==> config.mk <==
export PLATFORM = sky130hd
export DESIGN_NAME = eu_scheduler
export DESIGN_NICKNAME = d
export VERILOG_FILES = /design/src/rtl/eu_sched_pkg.sv /design/src/rtl/eu_busy_tracker.sv /design/src/rtl/eu_scheduler.sv
export SDC_FILE = /design/constraint.sdc
export NUM_CORES = 1
export LEC_CHECK = 0
export ABC_AREA = 1
export CAP_MARGIN = 10
export CELL_PAD_IN_SITES_DETAIL_PLACEMENT = 0
export CELL_PAD_IN_SITES_GLOBAL_PLACEMENT = 1
export CORE_UTILIZATION = 35
export DETAILED_ROUTE_END_ITERATION = 8
export PLACE_DENSITY_LB_ADDON = 0.1
export SLEW_MARGIN = 0
export SYNTH_ARGS = -nofsm -noshare
export SYNTH_HDL_FRONTEND = slang
export SYNTH_SLANG_ARGS = --single-unit
export TNS_END_PERCENT = 50
==> constraint.sdc <==
create_clock -name clk -period 3.3 [get_ports clk]
set_clock_uncertainty 0.2 [all_clocks]
set_input_delay 0.33 -clock clk [delete_from_list [all_inputs] [get_ports clk]]
set_output_delay 0.33 -clock clk [all_outputs]
set_load 0.005 [all_outputs]
==> src/rtl/eu_sched_pkg.sv <==
// Shared command layout, unit-class layout and decode helpers for eu_scheduler.
package eu_sched_pkg;

  typedef enum logic [1:0] {
    OP_NOP        = 2'b00,
    OP_START      = 2'b01,
    OP_WAIT_CLASS = 2'b10,
    OP_WAIT_ALL   = 2'b11
  } op_e;

  typedef enum logic [1:0] {
    CLS_STMM = 2'd0,
    CLS_LN   = 2'd1,
    CLS_SILU = 2'd2,
    CLS_ATT  = 2'd3
  } cls_e;

  typedef enum logic [1:0] {
    ST_ACCEPT  = 2'd0,
    ST_STALL   = 2'd1,
    ST_BARRIER = 2'd2
  } state_e;

  typedef struct packed {
    op_e         op;
    cls_e        cls;
    logic [3:0]  idx;
    logic [23:0] arg;
  } cmd_t;

  typedef struct packed {
    logic       valid;
    logic [7:0] flat;
  } unit_sel_t;

  localparam int DEF_NUM_STMM  = 4;
  localparam int DEF_NUM_LN    = 4;
  localparam int DEF_NUM_SILU  = 4;
  localparam int DEF_NUM_ATT   = 1;
  localparam int DEF_BASE_LN   = DEF_NUM_STMM;
  localparam int DEF_BASE_SILU = DEF_NUM_STMM + DEF_NUM_LN;
  localparam int DEF_BASE_ATT  = DEF_NUM_STMM + DEF_NUM_LN + DEF_NUM_SILU;

  function automatic int class_base(cls_e c, int n_stmm, int n_ln, int n_silu);
    case (c)
      CLS_STMM: return 0;
      CLS_LN:   return n_stmm;
      CLS_SILU: return n_stmm + n_ln;
      default:  return n_stmm + n_ln + n_silu;
    endcase
  endfunction

  function automatic int class_count(cls_e c, int n_stmm, int n_ln, int n_silu, int n_att);
    case (c)
      CLS_STMM: return n_stmm;
      CLS_LN:   return n_ln;
      CLS_SILU: return n_silu;
      default:  return n_att;
    endcase
  endfunction

  // Flat unit index for (class, index); valid is low when index is past the class size.
  function automatic unit_sel_t decode_unit(cls_e c, logic [3:0] idx,
                                            int n_stmm, int n_ln, int n_silu, int n_att);
    unit_sel_t s;
    int        i;
    i       = int'(idx);
    s.valid = (i < class_count(c, n_stmm, n_ln, n_silu, n_att));
    s.flat  = 8'(class_base(c, n_stmm, n_ln, n_silu) + i);
    return s;
  endfunction

endpackage

==> src/rtl/eu_busy_tracker.sv <==
// Per-unit busy register with done bypass: exposes busy, free (idle or finishing
// this cycle) and a flag for a done pulse arriving at an idle, unstarted unit.
module eu_busy_tracker #(
  parameter int N = 13
) (
  input  logic         clk,
  input  logic         rst,
  input  logic [N-1:0] i_start,
  input  logic [N-1:0] i_done,
  output logic [N-1:0] o_busy,
  output logic [N-1:0] o_free,
  output logic         o_spurious
);

  logic [N-1:0] r_busy;

  // NOTE: state registers use non-blocking assignment so every flop samples pre-edge values.
  always_ff @(posedge clk or posedge rst) begin
    if (rst) r_busy <= '0;
    else     r_busy <= (r_busy & ~i_done) | i_start;
  end

  assign o_busy     = r_busy;
  assign o_free     = ~r_busy | i_done;
  assign o_spurious = |(i_done & ~r_busy & ~i_start);

endmodule

==> src/rtl/eu_scheduler.sv <==
// Command scheduler for the execution units: START dispatch, stall on busy target,
// class/all barriers. Define EU_SCHED_PERF_EN to build the performance counters.
module eu_scheduler
  import eu_sched_pkg::*;
#(
  parameter  int NUM_STMM  = DEF_NUM_STMM,
  parameter  int NUM_LN    = DEF_NUM_LN,
  parameter  int NUM_SILU  = DEF_NUM_SILU,
  parameter  int NUM_ATT   = DEF_NUM_ATT,
  localparam int NUM_UNITS = NUM_STMM + NUM_LN + NUM_SILU + NUM_ATT
) (
  input  logic                 clk,
  input  logic                 rst,
  input  logic [31:0]          cmd,
  input  logic                 cmd_valid,
  output logic                 cmd_ready,
  output logic [NUM_UNITS-1:0] unit_start,
  output logic [23:0]          unit_arg,
  input  logic [NUM_UNITS-1:0] unit_done,
  output logic [NUM_UNITS-1:0] busy_vec,
  output logic                 all_idle,
  output logic                 err,
  output logic [31:0]          perf_busy_cycles,
  output logic [15:0]          perf_cmd_count
);

  cmd_t                 w_cmd;
  unit_sel_t            w_sel;
  logic [NUM_UNITS-1:0] w_sel_oh, w_cls_mask, w_free, w_busy, w_start_issue, w_lat_mask;
  logic                 w_spurious, w_bad_idx, w_latch;
  state_e               r_state, w_state_nxt;
  logic [NUM_UNITS-1:0] r_mask, r_unit_start;
  logic [23:0]          r_hold_arg, r_unit_arg;
  logic                 r_err;

  function automatic logic [NUM_UNITS-1:0] class_mask(cls_e c);
    logic [NUM_UNITS-1:0] m;
    int                   lo, hi;
    lo = class_base(c, NUM_STMM, NUM_LN, NUM_SILU);
    hi = lo + class_count(c, NUM_STMM, NUM_LN, NUM_SILU, NUM_ATT);
    for (int u = 0; u < NUM_UNITS; u++) m[u] = (u >= lo) && (u < hi);
    return m;
  endfunction

  assign w_cmd      = cmd_t'(cmd);
  assign w_sel      = decode_unit(w_cmd.cls, w_cmd.idx, NUM_STMM, NUM_LN, NUM_SILU, NUM_ATT);
  assign w_sel_oh   = w_sel.valid ? (NUM_UNITS'(1) << w_sel.flat) : '0;
  assign w_cls_mask = class_mask(w_cmd.cls);

  eu_busy_tracker #(.N(NUM_UNITS)) u_busy (
    .clk        (clk),
    .rst        (rst),
    .i_start    (w_start_issue),
    .i_done     (unit_done),
    .o_busy     (w_busy),
    .o_free     (w_free),
    .o_spurious (w_spurious)
  );

  // r_mask holds the stalled target (one-hot) or the set of units a barrier waits on.
  // NOTE: every always_comb output gets a default first so no path can infer a latch.
  always_comb begin
    w_state_nxt   = r_state;
    w_start_issue = '0;
    w_latch       = 1'b0;
    w_lat_mask    = '0;
    w_bad_idx     = 1'b0;
    case (r_state)
      ST_ACCEPT: begin
        if (cmd_valid) begin
          case (w_cmd.op)
            OP_START: begin
              if (!w_sel.valid) begin
                w_bad_idx = 1'b1;
              end else if (|(w_sel_oh & w_free)) begin
                w_start_issue = w_sel_oh;
              end else begin
                w_latch     = 1'b1;
                w_lat_mask  = w_sel_oh;
                w_state_nxt = ST_STALL;
              end
            end
            OP_WAIT_CLASS: begin
              if (!w_sel.valid) begin
                w_bad_idx = 1'b1;
              end else if (!(&(w_free | ~w_cls_mask))) begin
                w_latch     = 1'b1;
                w_lat_mask  = w_cls_mask;
                w_state_nxt = ST_BARRIER;
              end
            end
            OP_WAIT_ALL: begin
              if (!(&w_free)) begin
                w_latch     = 1'b1;
                w_lat_mask  = '1;
                w_state_nxt = ST_BARRIER;
              end
            end
            default: ;
          endcase
        end
      end
      ST_STALL: begin
        if (|(r_mask & w_free)) begin
          w_start_issue = r_mask;
          w_state_nxt   = ST_ACCEPT;
        end
      end
      ST_BARRIER: begin
        if (&(w_free | ~r_mask)) w_state_nxt = ST_ACCEPT;
      end
      default: w_state_nxt = ST_ACCEPT;
    endcase
  end

  always_ff @(posedge clk or posedge rst) begin
    if (rst) begin
      r_state      <= ST_ACCEPT;
      r_mask       <= '0;
      r_hold_arg   <= '0;
      r_unit_start <= '0;
      r_unit_arg   <= '0;
      r_err        <= 1'b0;
    end else begin
      r_state      <= w_state_nxt;
      r_unit_start <= w_start_issue;
      r_err        <= r_err | w_bad_idx | w_spurious;
      if (w_latch) begin
        r_mask     <= w_lat_mask;
        r_hold_arg <= w_cmd.arg;
      end
      if (|w_start_issue) r_unit_arg <= (r_state == ST_STALL) ? r_hold_arg : w_cmd.arg;
    end
  end

  assign cmd_ready  = (r_state == ST_ACCEPT);
  assign unit_start = r_unit_start;
  assign unit_arg   = r_unit_arg;
  assign busy_vec   = w_busy;
  assign all_idle   = ~|w_busy;
  assign err        = r_err;

`ifdef EU_SCHED_PERF_EN
  logic [31:0] r_perf_busy;
  logic [15:0] r_perf_cmd;

  always_ff @(posedge clk or posedge rst) begin
    if (rst) begin
      r_perf_busy <= '0;
      r_perf_cmd  <= '0;
    end else begin
      if ((|w_busy) && (r_perf_busy != 32'hFFFF_FFFF)) r_perf_busy <= r_perf_busy + 32'd1;
      if (cmd_valid && cmd_ready) r_perf_cmd <= r_perf_cmd + 16'd1;
    end
  end

  assign perf_busy_cycles = r_perf_busy;
  assign perf_cmd_count   = r_perf_cmd;
`else
  assign perf_busy_cycles = '0;
  assign perf_cmd_count   = '0;
`endif

endmodule

Word-level counts from Yosys, hierarchy flattened
Index checks and enable logic that the tools add are counted.
Word-level totals
  output and inout bits: 101
  bits in registers: 90
  input bits: 48
Cells by class
  reduce and logical (&&, ||, !) cells: 27
  shift-type cells: 1
  muxes and demuxes: 40
  $add $sub $neg: 2
  magnitude comparators: 27
  eq/ne operators: 16
  bitwise operators: 16
Operators by type and width (number)
  $mux 13: 13
  $ge 5x32->1 const A: 5
  $lt 5x32->1 const A: 5
  $ge 4x32->1 const A: 4
  $lt 4x32->1 const A: 4
  $and 13x13->13: 5
  $not 13->13: 5
  $reduce_or 13->1: 5
  $ge 3x32->1 const A: 2
  $lt 3x32->1 const A: 2
  $or 13x13->13: 4
  $pmux 13 s3: 1
  $reduce_and 13->1: 3
  $add 32x32->32: 1
  $ge 1x32->1 const A: 1
  $ge 2x32->1 const A: 1
  $lt 1x32->1 const A: 1
  $lt 2x32->1 const A: 1
  $lt 5x32->1: 1
  $pmux 13 s2: 1
  $mux 24: 1
  $mux 2: 8
  $ne 3x3->1 const B: 5
  $logic_and 1x1->1: 13
  17 further kinds: 37

Longest topological paths before layout
Gate-level depths: netlist of run 1.
  word-level depth: 16
  depth in mapped cells: 20
  depth with buffers taken out: 18

Hierarchy
Synthesis of run 1 repeated with hierarchy kept, for this count alone.
Unflattened totals
  cells, all modules: 771
  area, all modules: 5848.1 µm²
Modules (own cells, without submodules)
  eu_scheduler: cells each 682, area each 5146.2 µm², seq. area each 1926.8 µm², instances 1
  eu_busy_tracker: cells each 89, area each 701.9 µm², seq. area each 325.3 µm², instances 1

Least setup slack after synthesis of run 1
OpenSTA, ideal clock, no wires.
  kind: input-to-reg
  start: input port cmd[28]
  end: register r_unit_arg[0] (netlist: unit_arg[0])
  stages: 16
  setup slack: 584 ps
  buffers on the path: 2
  data arrival time: 2399 ps
  cells stage by stage: clkbuf_1 -> ha_1 -> fa_1 -> inv_1 -> nand3_1 -> nor3_1 -> nand3_4 -> nor2_2 -> nand3_2 -> nand2_2 -> nor2_1 -> nand2_2 -> nor2_8 -> buf_4 -> nand3_1 -> nand2_1
Between the ends
  cells in the longest elaborated chain, start to end: 13
Ends and longest elaborated chain
  from (decl): line eu_scheduler.sv:14  | input logic [31:0] cmd,
  $eq 2x2->1, or another cell as far along: line eu_sched_pkg.sv:45, eu_sched_pkg.sv:54
  $reduce_or 3->1 (no source line) or $pmux 4 s3 (tied branches)
  $mux 3 or $add 8x5->8 (tied branches): line eu_sched_pkg.sv:54, eu_sched_pkg.sv:69
  $lt 5x32->1 or $shl 1x8->13 (tied branches): line eu_sched_pkg.sv:68, eu_scheduler.sv:47
  $mux 13: line eu_scheduler.sv:47  | assign w_sel_oh = w_sel.valid ? (NUM_UNITS'(1) << w_sel.flat) : '0;
  $and 13x13->13: line eu_scheduler.sv:75  | end else if (|(w_sel_oh & w_free)) begin
  $reduce_or 13->1: line eu_scheduler.sv:75
  $mux 13: line eu_scheduler.sv:75
  $mux 13 (*): line eu_scheduler.sv:73  | if (!w_sel.valid) begin
  $mux 13 (*): line eu_scheduler.sv:71  | case (w_cmd.op)
  $mux 13 (*): line eu_scheduler.sv:70  | if (cmd_valid) begin
  $pmux 13 s2 (*): line eu_scheduler.sv:68  | case (r_state)
  net u_busy.i_start[6]: line eu_busy_tracker.sv:8  | input logic [N-1:0] i_start,
  $reduce_or 13->1 (*): line eu_scheduler.sv:132  | if (|w_start_issue) r_unit_arg <= (r_state == ST_STALL) ? r_hold_arg : w_cmd.arg;
  to (signal assigned): line eu_scheduler.sv:132
  to (decl): line eu_scheduler.sv:33  | logic [23:0] r_hold_arg, r_unit_arg;
Mark *: on every way through the listed nets, which the timed path passes. The rest lies on a longest branch.
A chain may end at the register's enable or synchronous reset.

Final worst setup path of run 1
  start: input port cmd[26]
  end: register r_unit_arg[18] (netlist: unit_arg[18])
Between the ends
  cells in the longest elaborated chain, start to end: 11
Ends and longest elaborated chain (line)
  parallel branches: the longest is 6 deep, another holds $lt 5x32->1
  $mux 13 (*): eu_scheduler.sv:73
  $mux 13 (*): eu_scheduler.sv:71
  $mux 13 (*): eu_scheduler.sv:70
  $pmux 13 s2 (*): eu_scheduler.sv:68
  net u_busy.i_start[8]: eu_busy_tracker.sv:8
  $reduce_or 13->1 (*): eu_scheduler.sv:132
Mark *: on every way through the listed nets, which the timed path passes.

==> impl_metrics.ini, run 1 <==
[outcome]
outcome = complete, no violations

[final_layout]
final_area_um2 = 7488
syn_to_final_growth_pct = 30.34
drive_gt1_share_pct = 16.65
antennaDiodeCount = 0
nNetsFinal = 976
final_util_pct = 46.97
multiInputGateArea_um2 = 2830
ff_latch_area_um2 = 2252
fillCellCount = 1623

[worst_setup_path]
crit_buf_inv = 5
max_stage_delay_ps = 530
cp_top_family = simple AND/OR/NAND/NOR gates
cp_data_required_time_ps = 3340
start_kind = primary input
end_kind = register
cp_max_fo = 24
critPathKind = in2reg
cp.arrival_ps = 3160
crit_slowest_cell = fa_1
cp_common_cell = nand2_1
crit_chain = clkdlybuf4s50_1 > ha_1 > fa_1 > nand2_1 > buf_4 > buf_4 > inv_1 > nand2_1 > nor3_1 > nand4_1 > nand2_2 > nor2_2 > nand2_2 > nor2_8 > buf_12 > nand3_1 > nand2_1

[power]
power-per-cell-area_nw_per_um2 = 639.8
power_leakage_nw = 3.880
vdd_drop_max_mv = 0.2999

[synth]
yosys.area.top_type = dfrtp_1
synth_common_cells = 195 x nand2_1, 104 x nand3_1, 90 x dfrtp_1
synth_top_area_share_pct = 39.20
ys_seq_area_share_pct = 39.20
syn_area_um2 = 5746
synthCells = 780
synth_area_per_cell_um2 = 7.366
yosys.cell_types.count = 37
ys_dominant_reg_cell = dfrtp_1
synth-async-reset-ratio_pct = 100.0
synth_seq_cells = 90
yosys_warnings = 0
synth_edf_count = 0
synth_most_common_cell = nand2_1
synth.area.top_cells = dfrtp_1 39%, nand2_1 13%, nand3_1 9.1%

[die]
die_x_um = 130.1
die_area_um2 = 16930
start_util_pct = 36.04
die_h_um = 130.1
boundaryPins = 149
num_rows = 46
coreArea_um2 = 15940

[global_routing]
grt-ovfl-total = 0
grt_pass1_vias = 5110
grt_max_degree = 49
antenna_found_initial = 0
track_usage_pct = 21.82
grt_pass1_wl_mm = 27.75

[placed_design]
post-dp-hpwl_mm = 13.41
place_area_um2 = 7157
preCtsSetupSlack_ps = -391.1
io_buffers = 100
gp_congestion = 0.9183

[clock_network]
cts_setup_buffers = 0
cts_buffers = 9
clockBufferDepth = 2
cts.clk_slew.worst_paths_ps = 70
htree_levels = 3
clock-sinks = 90
clock_latency_ps = 350
clk_root_buffer_cell = clkbuf_16
cts_tree = done

[sta]
fmax_ghz = 0.3209
finalHoldViolCount = 0
max-slew-margin-rel_pct = 47.62
whs_ps = 223.9
tightest_slew_ps = 784.9
fin_crit_sh_pct = 94.44
fin_crit_ps = 3117
finalSetupTns_ps = 0
rsz0062_at_grt = false
setup_slack_ps = 183.3
setup_viol = 0
slew_viol_final = 0

[drt]
drc = 0
vias_per_cell = 4.787
vias = 5462
routed_wl_mm = 17.81
first_iter_violations = 363
post_drt_wl_per_cell_um = 15.61
final_antenna_net_count = 0
first_pass_iters = 5

[job]
max-cap-violations = 0

[min_path]
hold_class = in2async
==> repair_timing <==
action / CTS / global route
endpoints found under the setup margin: 1 / 56
hold buffers: 0 / 0
pin swaps: 0 / 2
gates cloned: 0 / 1
gates resized for setup: 1 / 4
==> placed cells by master (no fill, tap or decap), drive strengths merged <==
cell type	count
buf	61
ha	6
clkinv	2
clkdlybuf4s50	100
nor3	7
clkbuf	9
conb	48
nand3b	1
bufinv	1
fa	1
nand2	233
o211ai	1
or2	1
nor2	70
o22ai	7
inv	88
dfrtp	90
a31oi	1
a21oi	16
nand3	114
nor4	12
nand4	15
o31ai	2
a221oi	1
o21ai	36
clkinvlp	2
==> cell families after synthesis <==
logic type	synth area share (%)
DFF	39.20
buffers and inverters	15.35
other	0.06527
AOI/OAI and AO/OA	6.207
adders and majority gates	1.655
and+or+nand+nor	37.52
==> routing by layer <==
layer	vias up	wire, µm	GRT usage [%]	part of all wire [%]
li1	2696	-	-	-
met1	2526	8504	30.61	48
met2	207	8006	34.51	45
met5	-	0	0	0
met3	33	953	2.993	5.4
met4	0	342	7.250	1.9
==> power breakdown <==
part           internal, mW  switching (mW)
Sequential             1.51           0.271
Combinational         0.888            1.05
Clock                 0.594           0.481
==> final timing paths <==
path / slack [ps] / startpoint / cells past startpoint / end
setup / recovery: 180 / cmd[26] / 17 / unit_arg[18]
setup reg to reg: 670 / u_busy.o_busy[0] / 13 / unit_arg[18]
max in group asynchronous: 1960 / rst / 3 / unit_arg[17]
hold / removal: 220 / rst / 2 / unit_start[6]
min in group clk: 280 / r_hold_arg[21] / 2 / r_hold_arg[21]
hold reg to reg: 280 / r_hold_arg[21] / 2 / r_hold_arg[21]
==> cell type report <==
class | instances | share of cell area (%)
timing repair buffer | 161 | 20.15
clock buffer | 9 | 3.008
multi-input combinational | 572 | 37.79
inverter | 87 | 4.378
sequential | 90 | 30.08
tap | 216 | 3.609
clock inverter | 6 | 0.9858
==> stage by stage <==
| step | std cells | total power, mW |
|---|---|---|
| 4_1_cts | 1140 | 4.799 |
| 5_1_grt | 1141 | 5.149 |
| 6_report | 1141 | 4.791 |
| 3_5_place_dp | 1125 | 3.705 |
| 2_1_floorplan | 827 | 2.885 |
| 3_3_place_gp | 1125 | 3.662 |
==> registers in the layout, indices dropped and copies added (netlist names) <==
signal,count
unit_start,13
u_busy.o_busy,13
r_state,2
unit_arg,24
r_mask,13
r_hold_arg,24
err,1
(Power assumes the default switching activity.)
==> run 2: changes to the inputs <==
- CELL_PAD_IN_SITES_DETAIL_PLACEMENT: 0 -> 1
- CELL_PAD_IN_SITES_GLOBAL_PLACEMENT: 1 -> 2
- CORE_UTILIZATION: 35 -> 27
==> impl_metrics.ini, run 2 (synthesis results as in run 1) <==
[sta]
fin_crit_sh_pct = 93.48
finalSetupTns_ps = 0
fin_crit_ps = 3085
finalHoldViolCount = 0
setup_viol = 0
fmax_ghz = 0.3242
tightest_slew_ps = 735.0
slew_viol_final = 0
rsz0062_at_grt = true
max-slew-margin-rel_pct = 50.58

[outcome]
outcome = complete, no violations

[worst_setup_path]
reg2regPathDepth = 13
end_kind = register
worst_r2r_endpoint = unit_arg[19]
cp_max_fo = 12
reg2reg_slack_ps = 570
start_kind = primary input
cp.arrival_ps = 3140
cp_data_required_time_ps = 3350
timing.rr.start = u_busy.o_busy[0]
critPathKind = in2reg

[power]
power_mw = 4.886
power-per-cell-area_nw_per_um2 = 639.6
vdd_drop_max_mv = 0.2869
power_leakage_nw = 3.925

[final_layout]
final_area_um2 = 7640
fillCellCount = 2538
drive_gt1_share_pct = 17.51
layout_commonest_cell = nand2_1
instances_no_fill = 1201
antennaDiodeCount = 0
final_cell_mix = 194 x nand2_1, 103 x nand3_1, 100 x clkdlybuf4s50_1
nNetsFinal = 981
syn_to_final_growth_pct = 32.97

[placed_design]
post-dp-hpwl_mm = 15.70
place_area_um2 = 7274
io_buffers = 100
dp_cells = 1184
gp_congestion = 0.8511

[clock_network]
clk_root_buffer_cell = clkbuf_16
clock-sinks = 90
clock_latency_ps = 350
clockBufferDepth = 2
htree_levels = 3
cts_setup_buffers = 0
cts_buffers = 9
cts.clk_slew.worst_paths_ps = 80
cts_tree = done

[global_routing]
grt_max_degree = 58
antenna_found_initial = 0
grt_pass1_wl_mm = 31.94
track_usage_pct = 19.12
grt_pass1_vias = 5664
grt-ovfl-total = 0

[drt]
first_pass_iters = 4
final_antenna_net_count = 0
drc = 0
post_drt_wl_per_cell_um = 16.73
first_iter_violations = 261
routed_wl_mm = 20.09
vias = 5431
vias_per_cell = 4.522

[die]
num_rows = 52
die_area_um2 = 21870
boundaryPins = 149
coreArea_um2 = 20560
die_h_um = 147.9
die_x_um = 147.9
start_util_pct = 27.95

[min_path]
hold_class = in2async

[job]
max-cap-violations = 0
run 2: cell count changes in the layout (fill, tap and decap cells not counted), sizes merged:
| cell | change |
|---|---|
| clkinvlp | -2 |
| buf | +5 |
| clkinv | +3 |
run 2: timing repair:
| action | CTS | global route |
|---|---|---|
| gates resized for setup | 0 | 8 |
| hold buffers | 0 | 0 |
| setup endpoints to repair | 0 | 57 |
| endpoints found under the hold margin | 0 | 0 |
run 2: worst max path at each step:
stage | from | endpoint | slack (ps) | cells past startpoint
detailed placement | cmd[28] | r_mask[11] | -260 | 14
global route | cmd[26] | unit_arg[19] | -5 | 16
floorplan | rst | err | 430 | 1
CTS | cmd[28] | r_mask[11] | 90 | 14
finish | cmd[26] | unit_arg[19] | 220 | 16
global placement | cmd[26] | r_mask[11] | -200 | 16
run 2: metrics by stage:
step | hold slack (ps) | worst slack [ps] | utilization [%]
floorplan | 242.2 | 434.7 | -
global route | 218.9 | -4.825 | 37.16
finish | 171.6 | 215.2 | 37.16
detailed placement | 259.4 | -262.1 | 35.38
CTS | 186.0 | 94.49 | 36.94
global placement | 253.5 | -201.3 | 35.38
run 2: metal layers:
layer  GRT usage [%]  wire length [µm]  up-vias  part of all wire, %
li1                -                 -     2693                    -
met1           26.14              9513     2573                   47
met2           31.16              9145      142                   46
met3           2.870               975       23                  4.9
met4           5.515               457        0                  2.3
met5               0                 0        -                    0
run 2: area by class of cell:
cell class / instances / area, µm² / share of cell area, %
Sequential cell: 90 / 2252 / 29.48
Tap cell: 270 / 337.8 / 4.422
Timing Repair Buffer: 166 / 1559 / 20.41
Clock buffer: 9 / 225.2 / 2.948
Inverter: 87 / 327.8 / 4.291
Clock inverter: 7 / 95.09 / 1.245
Multi-Input combinational cell: 572 / 2843 / 37.21
run 2: critical path, stage by stage:
cell             delay (ps)
clkdlybuf4s50_1         420
ha_1                    220
fa_1                    540
inv_1                    80
nand3_1                 130
nor3_1                   80
nand3_1                 150
nor2_1                   70
nand3_1                 150
nand2_1                 110
nor2_1                  160
nand2_2                 110
nor2_8                  260
nand2_8                 160
nand2_1                 110
nand2_1                  50
run 2: report_power, final:
| part | leakage, nW | switching [mW] | internal, mW | total (mW) |
|---|---|---|---|---|
| Combinational | 2.63 | 1.08 | 0.904 | 1.99 |
| Sequential | 1.14 | 0.279 | 1.51 | 1.79 |
| Clock | 0.157 | 0.502 | 0.610 | 1.11 |
| Total | 3.92 | 1.86 | 3.02 | 4.89 |
